<file path="config.mk">
export PLATFORM = sky130hd
export DESIGN_NAME = rx_frame_collector
export DESIGN_NICKNAME = d
export VERILOG_FILES = /design/src/rtl/uart_alu_pkg.sv /design/src/rtl/rx_timeout_timer.sv /design/src/rtl/rx_frame_collector.sv
export SDC_FILE = /design/constraint.sdc
export NUM_CORES = 1
export LEC_CHECK = 0
export ABC_AREA = 1
export CORE_ASPECT_RATIO = 0.75
export CORE_UTILIZATION = 50
export CTS_CLUSTER_DIAMETER = 50
export DETAILED_ROUTE_END_ITERATION = 6
export PLACE_DENSITY = 0.84
export SLEW_MARGIN = 20
export SYNTH_ARGS = -nofsm -noshare
export SYNTH_HDL_FRONTEND = slang
export SYNTH_SLANG_ARGS = --single-unit
</file>
<file path="constraint.sdc">
create_clock -name i_clk -period 3.1 [get_ports i_clk]
set_input_delay 0.465 -clock i_clk [delete_from_list [all_inputs] [get_ports i_clk]]
set_output_delay 0.465 -clock i_clk [all_outputs]
set_load 0.05 [all_outputs]
</file>
<file path="src/rtl/uart_alu_pkg.sv">
// Definitions shared along the UART-to-ALU path: collector FSM encoding,
// default byte/opcode widths and the ALU opcode constants.
package uart_alu_pkg;

    localparam int DEFAULT_NB_DATA   = 8;
    localparam int DEFAULT_NB_OPCODE = 6;

    typedef enum logic [1:0] {
        IDLE    = 2'd0,
        COLLECT = 2'd1,
        HOLD    = 2'd2
    } frame_state_t;

    localparam logic [5:0] OP_ADD = 6'b100000;
    localparam logic [5:0] OP_SUB = 6'b100010;
    localparam logic [5:0] OP_AND = 6'b100100;
    localparam logic [5:0] OP_OR  = 6'b100101;
    localparam logic [5:0] OP_XOR = 6'b100110;
    localparam logic [5:0] OP_NOR = 6'b100111;
    localparam logic [5:0] OP_SRA = 6'b000011;
    localparam logic [5:0] OP_SRL = 6'b000010;

endpackage

</file>
<file path="src/rtl/rx_timeout_timer.sv">
// Inter-byte timer: counts idle cycles while enabled and flags the cycle in
// which the count reaches TIMEOUT_CYCLES-1 without a restart.
module rx_timeout_timer #(
    parameter int TIMEOUT_CYCLES = 50000
) (
    input  logic clk,
    input  logic rst,
    input  logic enable,
    input  logic restart,
    output logic expire
);

    localparam int CW = $clog2(TIMEOUT_CYCLES);

    logic [CW-1:0] count;

    always_ff @(posedge clk) begin
        if (rst || restart || !enable) begin
            count <= '0;
        end else begin
            count <= count + 1'b1;
        end
    end

    // A restart in the expiry cycle wins, so it masks the expire flag.
    assign expire = enable && !restart && (count == CW'(TIMEOUT_CYCLES - 1));

endmodule

</file>
<file path="src/rtl/rx_frame_collector.sv">
// Assembles N operands plus one opcode byte from the UART RX strobe and
// hands the frame to the ALU; optional inter-byte timeout via RX_FRAME_TIMEOUT_EN.
module rx_frame_collector
    import uart_alu_pkg::*;
#(
    parameter int NB_DATA        = DEFAULT_NB_DATA,
    parameter int NB_OPERAND     = 16,
    parameter int N_OPERANDS     = 2,
    parameter int NB_OPCODE      = DEFAULT_NB_OPCODE,
    parameter int TIMEOUT_CYCLES = 50000
) (
    input  logic                           i_clk,
    input  logic                           i_rst,
    input  logic [NB_DATA-1:0]             i_data,
    input  logic                           i_done_data,
    input  logic                           i_alu_ready,
    output logic [N_OPERANDS*NB_OPERAND-1:0] o_operands,
    output logic [NB_OPCODE-1:0]           o_op,
    output logic                           o_valid,
    output logic                           o_overrun,
    output logic                           o_timeout
);

    localparam int BPO           = NB_OPERAND / NB_DATA;
    localparam int OPERAND_BYTES = N_OPERANDS * BPO;
    localparam int FRAME_BYTES   = OPERAND_BYTES + 1;
    localparam int CNT_W         = $clog2(FRAME_BYTES);
    localparam logic [CNT_W-1:0] LAST_IDX = CNT_W'(FRAME_BYTES - 1);

    generate
        if (NB_OPERAND % NB_DATA != 0) begin : g_bad_operand_width
            $error("NB_OPERAND must be an integer multiple of NB_DATA");
        end
        if (NB_OPCODE > NB_DATA) begin : g_bad_opcode_width
            $error("NB_OPCODE must not exceed NB_DATA");
        end
        if (N_OPERANDS < 1) begin : g_bad_operand_count
            $error("N_OPERANDS must be at least 1");
        end
        if (TIMEOUT_CYCLES < 2) begin : g_bad_timeout
            $error("TIMEOUT_CYCLES must be at least 2");
        end
    endgenerate

    frame_state_t     state, next_state;
    logic [CNT_W-1:0] cnt, cnt_next, store_idx;
    logic             store, overrun_next, timeout_next, expire;

`ifdef RX_FRAME_TIMEOUT_EN
    rx_timeout_timer #(
        .TIMEOUT_CYCLES(TIMEOUT_CYCLES)
    ) u_timer (
        .clk    (i_clk),
        .rst    (i_rst),
        .enable (state == COLLECT),
        .restart(i_done_data),
        .expire (expire)
    );
`else
    assign expire = 1'b0;
`endif

    always_ff @(posedge i_clk) begin
        if (i_rst) begin
            state <= IDLE;
        end else begin
            state <= next_state;
        end
    end

    always_comb begin
        next_state   = state;
        cnt_next     = cnt;
        store        = 1'b0;
        store_idx    = cnt;
        overrun_next = 1'b0;
        timeout_next = 1'b0;
        case (state)
            IDLE: begin
                if (i_done_data) begin
                    store      = 1'b1;
                    store_idx  = '0;
                    cnt_next   = CNT_W'(1);
                    next_state = COLLECT;
                end
            end
            COLLECT: begin
                if (i_done_data) begin
                    store = 1'b1;
                    if (cnt == LAST_IDX) begin
                        cnt_next   = '0;
                        next_state = HOLD;
                    end else begin
                        cnt_next = cnt + 1'b1;
                    end
                end else if (expire) begin
                    cnt_next     = '0;
                    timeout_next = 1'b1;
                    next_state   = IDLE;
                end
            end
            HOLD: begin
                // Accept and a new strobe together start the next frame at once.
                if (i_alu_ready) begin
                    if (i_done_data) begin
                        store      = 1'b1;
                        store_idx  = '0;
                        cnt_next   = CNT_W'(1);
                        next_state = COLLECT;
                    end else begin
                        next_state = IDLE;
                    end
                end else if (i_done_data) begin
                    overrun_next = 1'b1;
                end
            end
            default: begin
                cnt_next   = '0;
                next_state = IDLE;
            end
        endcase
    end

    always_ff @(posedge i_clk) begin
        if (i_rst) begin
            cnt        <= '0;
            o_operands <= '0;
            o_op       <= '0;
            o_valid    <= 1'b0;
            o_overrun  <= 1'b0;
            o_timeout  <= 1'b0;
        end else begin
            cnt       <= cnt_next;
            o_valid   <= (next_state == HOLD);
            o_overrun <= overrun_next;
            o_timeout <= timeout_next;
            // Byte b of the frame sits at bit b*NB_DATA, which is LSB-first per operand.
            if (store) begin
                for (int b = 0; b < OPERAND_BYTES; b++) begin
                    if (store_idx == CNT_W'(b)) begin
                        o_operands[b*NB_DATA +: NB_DATA] <= i_data;
                    end
                end
                if (store_idx == LAST_IDX) begin
                    o_op <= i_data[NB_OPCODE-1:0];
                end
            end
        end
    end

endmodule

</file>
==> impl_metrics.prom, run 1 <==
# TYPE chip_impl_metric gauge
chip_impl_info{name="run_status",value="finished clean"} 1
chip_impl_metric{name="initial_antenna_violation_count",unit=""} 0
chip_impl_metric{name="grt_use_total",unit=""} 0.212
chip_impl_metric{name="max_freq",unit="MHz"} 521
chip_impl_metric{name="rows",unit=""} 18
chip_impl_info{name="post_synthesis_cell_type_with_the_largest_combined_area",value="sky130_fd_sc_hd__dfxtp_1"} 1
chip_impl_metric{name="cp_data_required_time",unit="ns"} 2.63
chip_impl_metric{name="clock_latency",unit="ns"} 0.29
chip_impl_metric{name="timing.final.setup_violations",unit=""} 0
chip_impl_metric{name="cts-resized-gates",unit=""} 0
chip_impl_metric{name="netlist_instances",unit=""} 244
chip_impl_metric{name="vias_in_the_first_global_route",unit=""} 1348
chip_impl_metric{name="clock_sinks",unit=""} 45
chip_impl_info{name="synth_top_cells_by_area",value="sky130_fd_sc_hd__dfxtp_1, sky130_fd_sc_hd__nor2_1, sky130_fd_sc_hd__nand2_1"} 1
chip_impl_metric{name="clk_path_buf_depth",unit=""} 2
chip_impl_metric{name="power.total",unit="mW"} 1.12
chip_impl_metric{name="largest_net_degree_at_the_start_of_global_routing",unit=""} 33
chip_impl_metric{name="cts_hold_buffers",unit=""} 0
chip_impl_metric{name="initial_utilization",unit=""} 0.537
chip_impl_metric{name="floorplan.die_area",unit="µm²"} 3880
chip_impl_metric{name="tcrit_tclk_final",unit=""} 0.619
chip_impl_metric{name="final_util",unit=""} 0.713
chip_impl_metric{name="placement.setup.worst_slack",unit="ns"} 1.01
chip_impl_metric{name="drv.max_cap_violation_count",unit=""} 0
chip_impl_metric{name="final_max_slew_viol_count",unit=""} 0
chip_impl_metric{name="worstPathArrival",unit="ns"} 1.46
chip_impl_info{name="rsz0062_at_grt",value="no"} 1
chip_impl_metric{name="p_per_area",unit="nW/µm²"} 464
chip_impl_metric{name="antenna_violating_nets_post_route",unit=""} 0
chip_impl_metric{name="syn_nets",unit=""} 258
chip_impl_metric{name="worst_hold_slack",unit="ns"} 0.450
chip_impl_metric{name="synth-edff-count",unit=""} 0
chip_impl_info{name="ys_top_cells_by_count",value="sky130_fd_sc_hd__nor2_1, sky130_fd_sc_hd__dfxtp_1, sky130_fd_sc_hd__nand2_1"} 1
chip_impl_metric{name="cts_buffers",unit=""} 5
chip_impl_metric{name="detail_route.wirelength",unit="µm"} 3920
chip_impl_metric{name="post-synth-top-area-fraction",unit=""} 0.496
chip_impl_metric{name="die_w",unit="µm"} 71.6
chip_impl_metric{name="dieHeight",unit="µm"} 54.2
chip_impl_metric{name="dp_cells",unit=""} 327
chip_impl_info{name="synthMostInstantiatedCell",value="sky130_fd_sc_hd__nor2_1"} 1
chip_impl_metric{name="grt-ovfl-total",unit=""} 0
chip_impl_metric{name="maxSlewHeadroom",unit=""} 0.487
chip_impl_info{name="synth-main-ff-cell",value="sky130_fd_sc_hd__dfxtp_1"} 1
chip_impl_metric{name="design_area",unit="µm²"} 2410
chip_impl_metric{name="drtIter0Drc",unit=""} 105
chip_impl_metric{name="final_hold_violations",unit=""} 0
chip_impl_info{name="worstSetupPathType",value="flop to output port"} 1
chip_impl_info{name="critical_path.top_delay_family",value="buffers and inverters"} 1
chip_impl_metric{name="layout.nets",unit=""} 308
chip_impl_metric{name="layout-area-overhead-vs-synth",unit="%"} 32.6
chip_impl_metric{name="drtPass1Iterations",unit=""} 4
chip_impl_info{name="start_kind",value="flop"} 1
chip_impl_metric{name="post_route_cells_drive_above_1_share",unit=""} 0.0508
chip_impl_info{name="setup.worst_path.end_class",value="output port"} 1
chip_impl_metric{name="syn-cell-area",unit="µm²"} 1820
chip_impl_info{name="cts_tree",value="yes"} 1
chip_impl_metric{name="diodes",unit=""} 0
chip_impl_metric{name="vias_per_cell",unit=""} 4.90
chip_impl_metric{name="synth.lib_cells_used.distinct",unit=""} 23
chip_impl_metric{name="detail_route.wl_per_cell",unit="µm"} 11.7
chip_impl_metric{name="postCtsSetupBuffers",unit=""} 0
chip_impl_metric{name="dr_total_vias",unit=""} 1640
chip_impl_metric{name="layout_min_cycle_time",unit="ns"} 1.92
chip_impl_metric{name="clock_skew",unit="ns"} 0.00435
chip_impl_metric{name="ys_ff_latch",unit=""} 45
chip_impl_metric{name="portBuffers",unit=""} 51
chip_impl_metric{name="gp_routability_congestion",unit=""} 0.805
chip_impl_metric{name="clk_pin_slew",unit="ns"} 0.08
chip_impl_metric{name="post-dp-hpwl",unit="µm"} 2800
chip_impl_info{name="cts.root.buffer_cell",value="sky130_fd_sc_hd__clkbuf_8"} 1
chip_impl_metric{name="post-route-worst-setup-slack",unit="ns"} 1.18
chip_impl_metric{name="synth_sequential_area_ratio",unit=""} 0.496
chip_impl_metric{name="finish.cell_count_without_fillers",unit=""} 335
chip_impl_metric{name="fin_tns_setup",unit="ns"} 0
chip_impl_metric{name="synthesis.area_per_instance",unit="µm²"} 7.44
chip_impl_metric{name="vdd.ir_drop.worst",unit="V"} 0.000361
chip_impl_metric{name="route.detailed.drc",unit=""} 0
chip_impl_metric{name="cp_max_fo",unit=""} 2
chip_impl_metric{name="top_level_ports",unit=""} 53
chip_impl_metric{name="power.leakage",unit="nW"} 0.979
chip_impl_metric{name="grt_first_pass_wirelength",unit="µm"} 6130
chip_impl_info{name="min-delay-path-class",value="flop to flop"} 1
chip_impl_metric{name="yosys_warnings",unit=""} 0
chip_impl_metric{name="critPathBufInv",unit=""} 1
chip_impl_metric{name="place_area",unit="µm²"} 2320
chip_impl_info{name="path_cells",value="clkdlybuf4s50_1"} 1
chip_impl_metric{name="timing.critical_path.slowest_cell_delay",unit="ns"} 0.81
chip_impl_metric{name="synth_async_sr_flop_share",unit=""} 0
chip_impl_info{name="cp_slowest_cell",value="sky130_fd_sc_hd__clkdlybuf4s50_1"} 1
chip_impl_metric{name="h-tree-depth",unit=""} 2
chip_impl_metric{name="tightestPinTransition",unit="ns"} 0.769
chip_impl_metric{name="core_area",unit="µm²"} 3380
final cells by class:
class | count | area (µm²)
Clock buffer | 6 | 72.6
Clock inverter | 2 | 10.0
Fill cell | 276 | 971
Inverter | 29 | 109
Multi-Input combinational cell | 161 | 747
Sequential cell | 45 | 901
Tap cell | 40 | 50.0
Timing Repair Buffer | 52 | 518
cells in the final DEF, fill, tap and decap left out, types with 2 or more instances in the layout:
master / instances
sky130_fd_sc_hd__a21oi_1: 21
sky130_fd_sc_hd__o21ai_1: 3
sky130_fd_sc_hd__ha_1: 2
sky130_fd_sc_hd__nand3_1: 6
sky130_fd_sc_hd__dfxtp_1: 45
sky130_fd_sc_hd__clkbuf_8: 5
sky130_fd_sc_hd__nor2_1: 53
sky130_fd_sc_hd__clkinv_2: 2
sky130_fd_sc_hd__o21ai_0: 22
sky130_fd_sc_hd__nand2_1: 44
sky130_fd_sc_hd__inv_1: 28
sky130_fd_sc_hd__clkdlybuf4s50_1: 51
sky130_fd_sc_hd__nor2_4: 2
sequential cells by signal (all words and copies together), names as in the netlist:
register / cells
o_op: 6
o_valid: 1
o_overrun: 1
state: 2
cnt: 3
o_operands: 32
cell families (layout without fill, tap and decap cells):
| family | after synthesis | count (layout) | share of synthesized area |
|---|---|---|---|
| adders and majority gates | 2 | 2 | 0.0138 |
| DFF | 45 | 45 | 0.496 |
| AOI/OAI and AO/OA | 49 | 49 | 0.141 |
| buffers and inverters | 38 | 89 | 0.0923 |
| and+or+nand+nor | 109 | 109 | 0.254 |
| other | 1 | 1 | 0.00207 |
report_power, final:
| part | internal [mW] | switching [mW] | total (mW) | leakage (nW) |
|---|---|---|---|---|
| logic | 0.0574 | 0.113 | 0.170 | 0.568 |
| registers | 0.595 | 0.0113 | 0.606 | 0.365 |
| clock network | 0.156 | 0.185 | 0.341 | 0.0450 |
routing by layer:
layer  part of all wire  vias to the layer above  global-route usage  wire, µm
met3              0.059                        4              0.0581       232
li1                   -                      863                   -         -
met4             0.0077                        0              0.0588        30
met5                  0                        -                   0         0
met1               0.52                      725               0.289      2030
met2               0.42                       48               0.337      1630
final timing paths:
check,to,cells past startpoint,startpoint,slack [ns]
hold reg to reg,o_operands[11],2,o_operands[11],0.45
hold / removal,o_operands[11],2,o_operands[11],0.45
setup / recovery,o_operands[26],1,o_operands[26],1.18
setup reg to reg,o_op[1],5,cnt[0],1.56
Power figures use the tool's default switching activity.
==> run 2: changes to the inputs <==
--- a/config.mk
+++ b/config.mk
@@ -7,10 +7,10 @@
 export LEC_CHECK = 0
 export ABC_AREA = 1
 export CORE_ASPECT_RATIO = 0.75
-export CORE_UTILIZATION = 50
+export CORE_UTILIZATION = 42
 export CTS_CLUSTER_DIAMETER = 50
 export DETAILED_ROUTE_END_ITERATION = 6
-export PLACE_DENSITY = 0.84
+export PLACE_DENSITY = 0.75
 export SLEW_MARGIN = 20
 export SYNTH_ARGS = -nofsm -noshare
 export SYNTH_HDL_FRONTEND = slang
==> constraint.sdc (replaced) <==
create_clock -name i_clk -period 1.76 [get_ports i_clk]
set_input_delay 0.264 -clock i_clk [delete_from_list [all_inputs] [get_ports i_clk]]
set_output_delay 0.264 -clock i_clk [all_outputs]
set_load 0.05 [all_outputs]
==> run 2 against run 1 <==
  * Combinational power rose by 79%
  * Clock power rose by 140%
  * Clock skew barely moved
  * Register-to-register slack got worse by 1.2 ns
  * Highest routed layer unchanged
  * Clock-buffer cell count did not move
  * Non-clock buffer count rose by 4
  * Via count did not move
  * Sequential power rose by 77%
  * Hold slack barely moved
==> impl_metrics.prom, run 2 (same netlist as run 1, synthesis figures left out) <==
# TYPE chip_impl_metric gauge
chip_impl_metric{name="grt-ovfl-total",unit=""} 0
chip_impl_metric{name="worstPathArrival",unit="ns"} 1.45
chip_impl_metric{name="layout.nets",unit=""} 312
chip_impl_info{name="cp_slowest_cell",value="sky130_fd_sc_hd__clkdlybuf4s50_1"} 1
chip_impl_info{name="layout.cells.most_common_list",value="sky130_fd_sc_hd__nor2_1, sky130_fd_sc_hd__dfxtp_1, sky130_fd_sc_hd__nand2_1"} 1
chip_impl_info{name="min-delay-path-class",value="flop to flop"} 1
chip_impl_metric{name="clock_latency",unit="ns"} 0.29
chip_impl_metric{name="r2r_cells",unit=""} 7
chip_impl_metric{name="h-tree-depth",unit=""} 2
chip_impl_metric{name="core_area",unit="µm²"} 4100
chip_impl_metric{name="clock_skew",unit="ns"} 0.00478
chip_impl_metric{name="floorplan.die_area",unit="µm²"} 4590
chip_impl_metric{name="fin_tns_setup",unit="ns"} 0
chip_impl_metric{name="path_depth",unit=""} 1
chip_impl_metric{name="final_hold_violations",unit=""} 0
chip_impl_metric{name="grt_first_pass_wirelength",unit="µm"} 6460
chip_impl_metric{name="antenna_violating_nets_post_route",unit=""} 0
chip_impl_metric{name="drv.max_cap_violation_count",unit=""} 0
chip_impl_metric{name="layout-area-overhead-vs-synth",unit="%"} 38.9
chip_impl_metric{name="gp_routability_congestion",unit=""} 0.869
chip_impl_metric{name="detail_route.wl_per_cell",unit="µm"} 11.3
chip_impl_metric{name="max_reg_flops",unit=""} 32
chip_impl_metric{name="final_util",unit=""} 0.614
chip_impl_metric{name="drtIter0Drc",unit=""} 109
chip_impl_info{name="crit-reg2reg-capture",value="o_operands[2]"} 1
chip_impl_metric{name="top_level_ports",unit=""} 53
chip_impl_metric{name="max_freq",unit="MHz"} 582
chip_impl_metric{name="initial_utilization",unit=""} 0.442
chip_impl_info{name="setup.worst_path.end",value="o_operands[29]"} 1
chip_impl_metric{name="rows",unit=""} 20
chip_impl_info{name="largest-register",value="o_operands"} 1
chip_impl_metric{name="vias_in_the_first_global_route",unit=""} 1405
chip_impl_metric{name="dr_total_vias",unit=""} 1640
chip_impl_info{name="setup.worst_path.end_class",value="output port"} 1
chip_impl_metric{name="clk_pin_slew",unit="ns"} 0.08
chip_impl_metric{name="tightestPinTransition",unit="ns"} 0.511
chip_impl_metric{name="dieHeight",unit="µm"} 58.9
chip_impl_info{name="worstSetupStartpoint",value="o_operands[29]"} 1
chip_impl_metric{name="vias_per_cell",unit=""} 4.63
chip_impl_info{name="critical_path.top_delay_family",value="buffers and inverters"} 1
chip_impl_metric{name="vdd.ir_drop.worst",unit="V"} 0.000498
chip_impl_metric{name="p_per_area",unit="nW/µm²"} 862
chip_impl_metric{name="drtPass1Iterations",unit=""} 4
chip_impl_metric{name="portBuffers",unit=""} 51
chip_impl_metric{name="critPathBufInv",unit=""} 1
chip_impl_metric{name="timing.reg2reg.setup_slack",unit="ns"} 0.33
chip_impl_metric{name="grt_use_total",unit=""} 0.188
chip_impl_info{name="reg_top3",value="o_operands: 32 flops, o_op: 6 flops, cnt: 3 flops"} 1
chip_impl_metric{name="detail_route.wirelength",unit="µm"} 3980
chip_impl_metric{name="tcrit_tclk_final",unit=""} 0.976
chip_impl_info{name="path_cells",value="clkdlybuf4s50_1"} 1
chip_impl_metric{name="largest_net_degree_at_the_start_of_global_routing",unit=""} 41
chip_impl_metric{name="layout_min_cycle_time",unit="ns"} 1.72
chip_impl_metric{name="met2_usage",unit=""} 0.267
chip_impl_metric{name="postCtsSetupBuffers",unit=""} 0
chip_impl_metric{name="cp_data_required_time",unit="ns"} 1.50
chip_impl_metric{name="post_route_cells_drive_above_1_share",unit=""} 0.107
chip_impl_info{name="layout.cells.most_common",value="sky130_fd_sc_hd__nor2_1"} 1
chip_impl_info{name="cts.root.buffer_cell",value="sky130_fd_sc_hd__clkbuf_8"} 1
chip_impl_info{name="start_kind",value="flop"} 1
chip_impl_metric{name="die_w",unit="µm"} 77.9
chip_impl_metric{name="cp_max_fo",unit=""} 2
chip_impl_info{name="worstSetupPathType",value="flop to output port"} 1
chip_impl_metric{name="post-dp-hpwl",unit="µm"} 2880
chip_impl_metric{name="globalRouteMet3Util",unit=""} 0.0434
chip_impl_info{name="worstReg2RegStart",value="state[1]"} 1
chip_impl_info{name="rsz0062_at_grt",value="no"} 1
chip_impl_metric{name="diodes",unit=""} 0
chip_impl_metric{name="initial_antenna_violation_count",unit=""} 0
chip_impl_metric{name="num-fill-cells",unit=""} 394
chip_impl_info{name="global_route_hottest_layer",value="met2"} 1
chip_impl_metric{name="timing.critical_path.slowest_cell_delay",unit="ns"} 0.81
chip_impl_info{name="run_status",value="finished clean"} 1
chip_impl_info{name="cts_tree",value="yes"} 1
chip_impl_metric{name="timing.final.setup_violations",unit=""} 0
chip_impl_metric{name="route.detailed.drc",unit=""} 0
chip_impl_metric{name="clk_path_buf_depth",unit=""} 2
chip_impl_metric{name="cts_buffers",unit=""} 5
chip_impl_metric{name="power.leakage",unit="nW"} 1.18
chip_impl_metric{name="final_max_slew_viol_count",unit=""} 0
chip_impl_metric{name="maxSlewHeadroom",unit=""} 0.659
chip_impl_metric{name="gr-usage-met1",unit=""} 0.264
chip_impl_metric{name="clock_sinks",unit=""} 45
run 2: area by class of cell:
class                   instances  area (µm²)  share of cell area
flip-flops and latches         45         901               0.357
multi-input cells             161         747               0.296
repair buffers                 56         576               0.228
inverters                      29         109              0.0432
clock buffers                   6        82.6              0.0328
well taps                      55        68.8              0.0273
clock inverters                 2        37.5              0.0149
run 2: worst min-delay path by stage:
stage	startpoint	end	slack [ns]	cells past startpoint
finish	o_operands[14]	o_operands[14]	0.45	2
global placement	o_operands[12]	o_operands[12]	0.43	2
CTS	o_operands[13]	o_operands[13]	0.45	2
floorplan	i_rst	cnt[1]	0.33	1
detailed placement	o_operands[13]	o_operands[13]	0.44	2
global route	o_operands[12]	o_operands[12]	0.47	2
run 2: repair_timing:
item,4_1_cts,5_1_grt
resized for setup,0,8
hold endpoints to repair,0,0
hold buffers,0,0
endpoints found under the setup margin,0,8
run 2: worst register-to-register path, stage by stage (launching register included):
cell                      delay (ns)
sky130_fd_sc_hd__dfxtp_1        0.40
sky130_fd_sc_hd__nand2_1        0.13
sky130_fd_sc_hd__nand3_2        0.10
sky130_fd_sc_hd__o21ai_0        0.10
sky130_fd_sc_hd__nand2_1        0.21
sky130_fd_sc_hd__inv_1          0.19
sky130_fd_sc_hd__nor2_1         0.15
sky130_fd_sc_hd__nor2_1         0.06
run 2: routing by layer:
metal | wire [µm] | part of all wire | vias to the layer above
met5 | 0 | 0 | -
met4 | 42 | 0.011 | 0
met3 | 283 | 0.071 | 2
met2 | 1640 | 0.41 | 48
met1 | 2020 | 0.51 | 722
li1 | - | - | 868
run 2: metrics by stage:
stage / setup WS, ns / power (mW) / cell area [µm²] / cells / hold WS (ns)
6_report: 0.0428 / 2.17 / 2520 / 354 / 0.449
5_1_grt: 0.00125 / 2.28 / 2520 / 354 / 0.473
4_1_cts: 0.0189 / 2.19 / 2500 / 354 / 0.450
3_5_place_dp: -0.0192 / 1.40 / 2380 / 346 / 0.437
3_3_place_gp: 0.00513 / 1.39 / 2380 / 346 / 0.433
2_1_floorplan: 0.552 / 1.28 / 1820 / 244 / 0.333
run 2: power by group:
group | internal (mW) | switching (mW) | total (mW) | leakage [nW]
Clock | 0.461 | 0.341 | 0.803 | 0.0574
Combinational | 0.105 | 0.200 | 0.305 | 0.753
Sequential | 1.05 | 0.0198 | 1.07 | 0.365
Total | 1.61 | 0.561 | 2.17 | 1.18
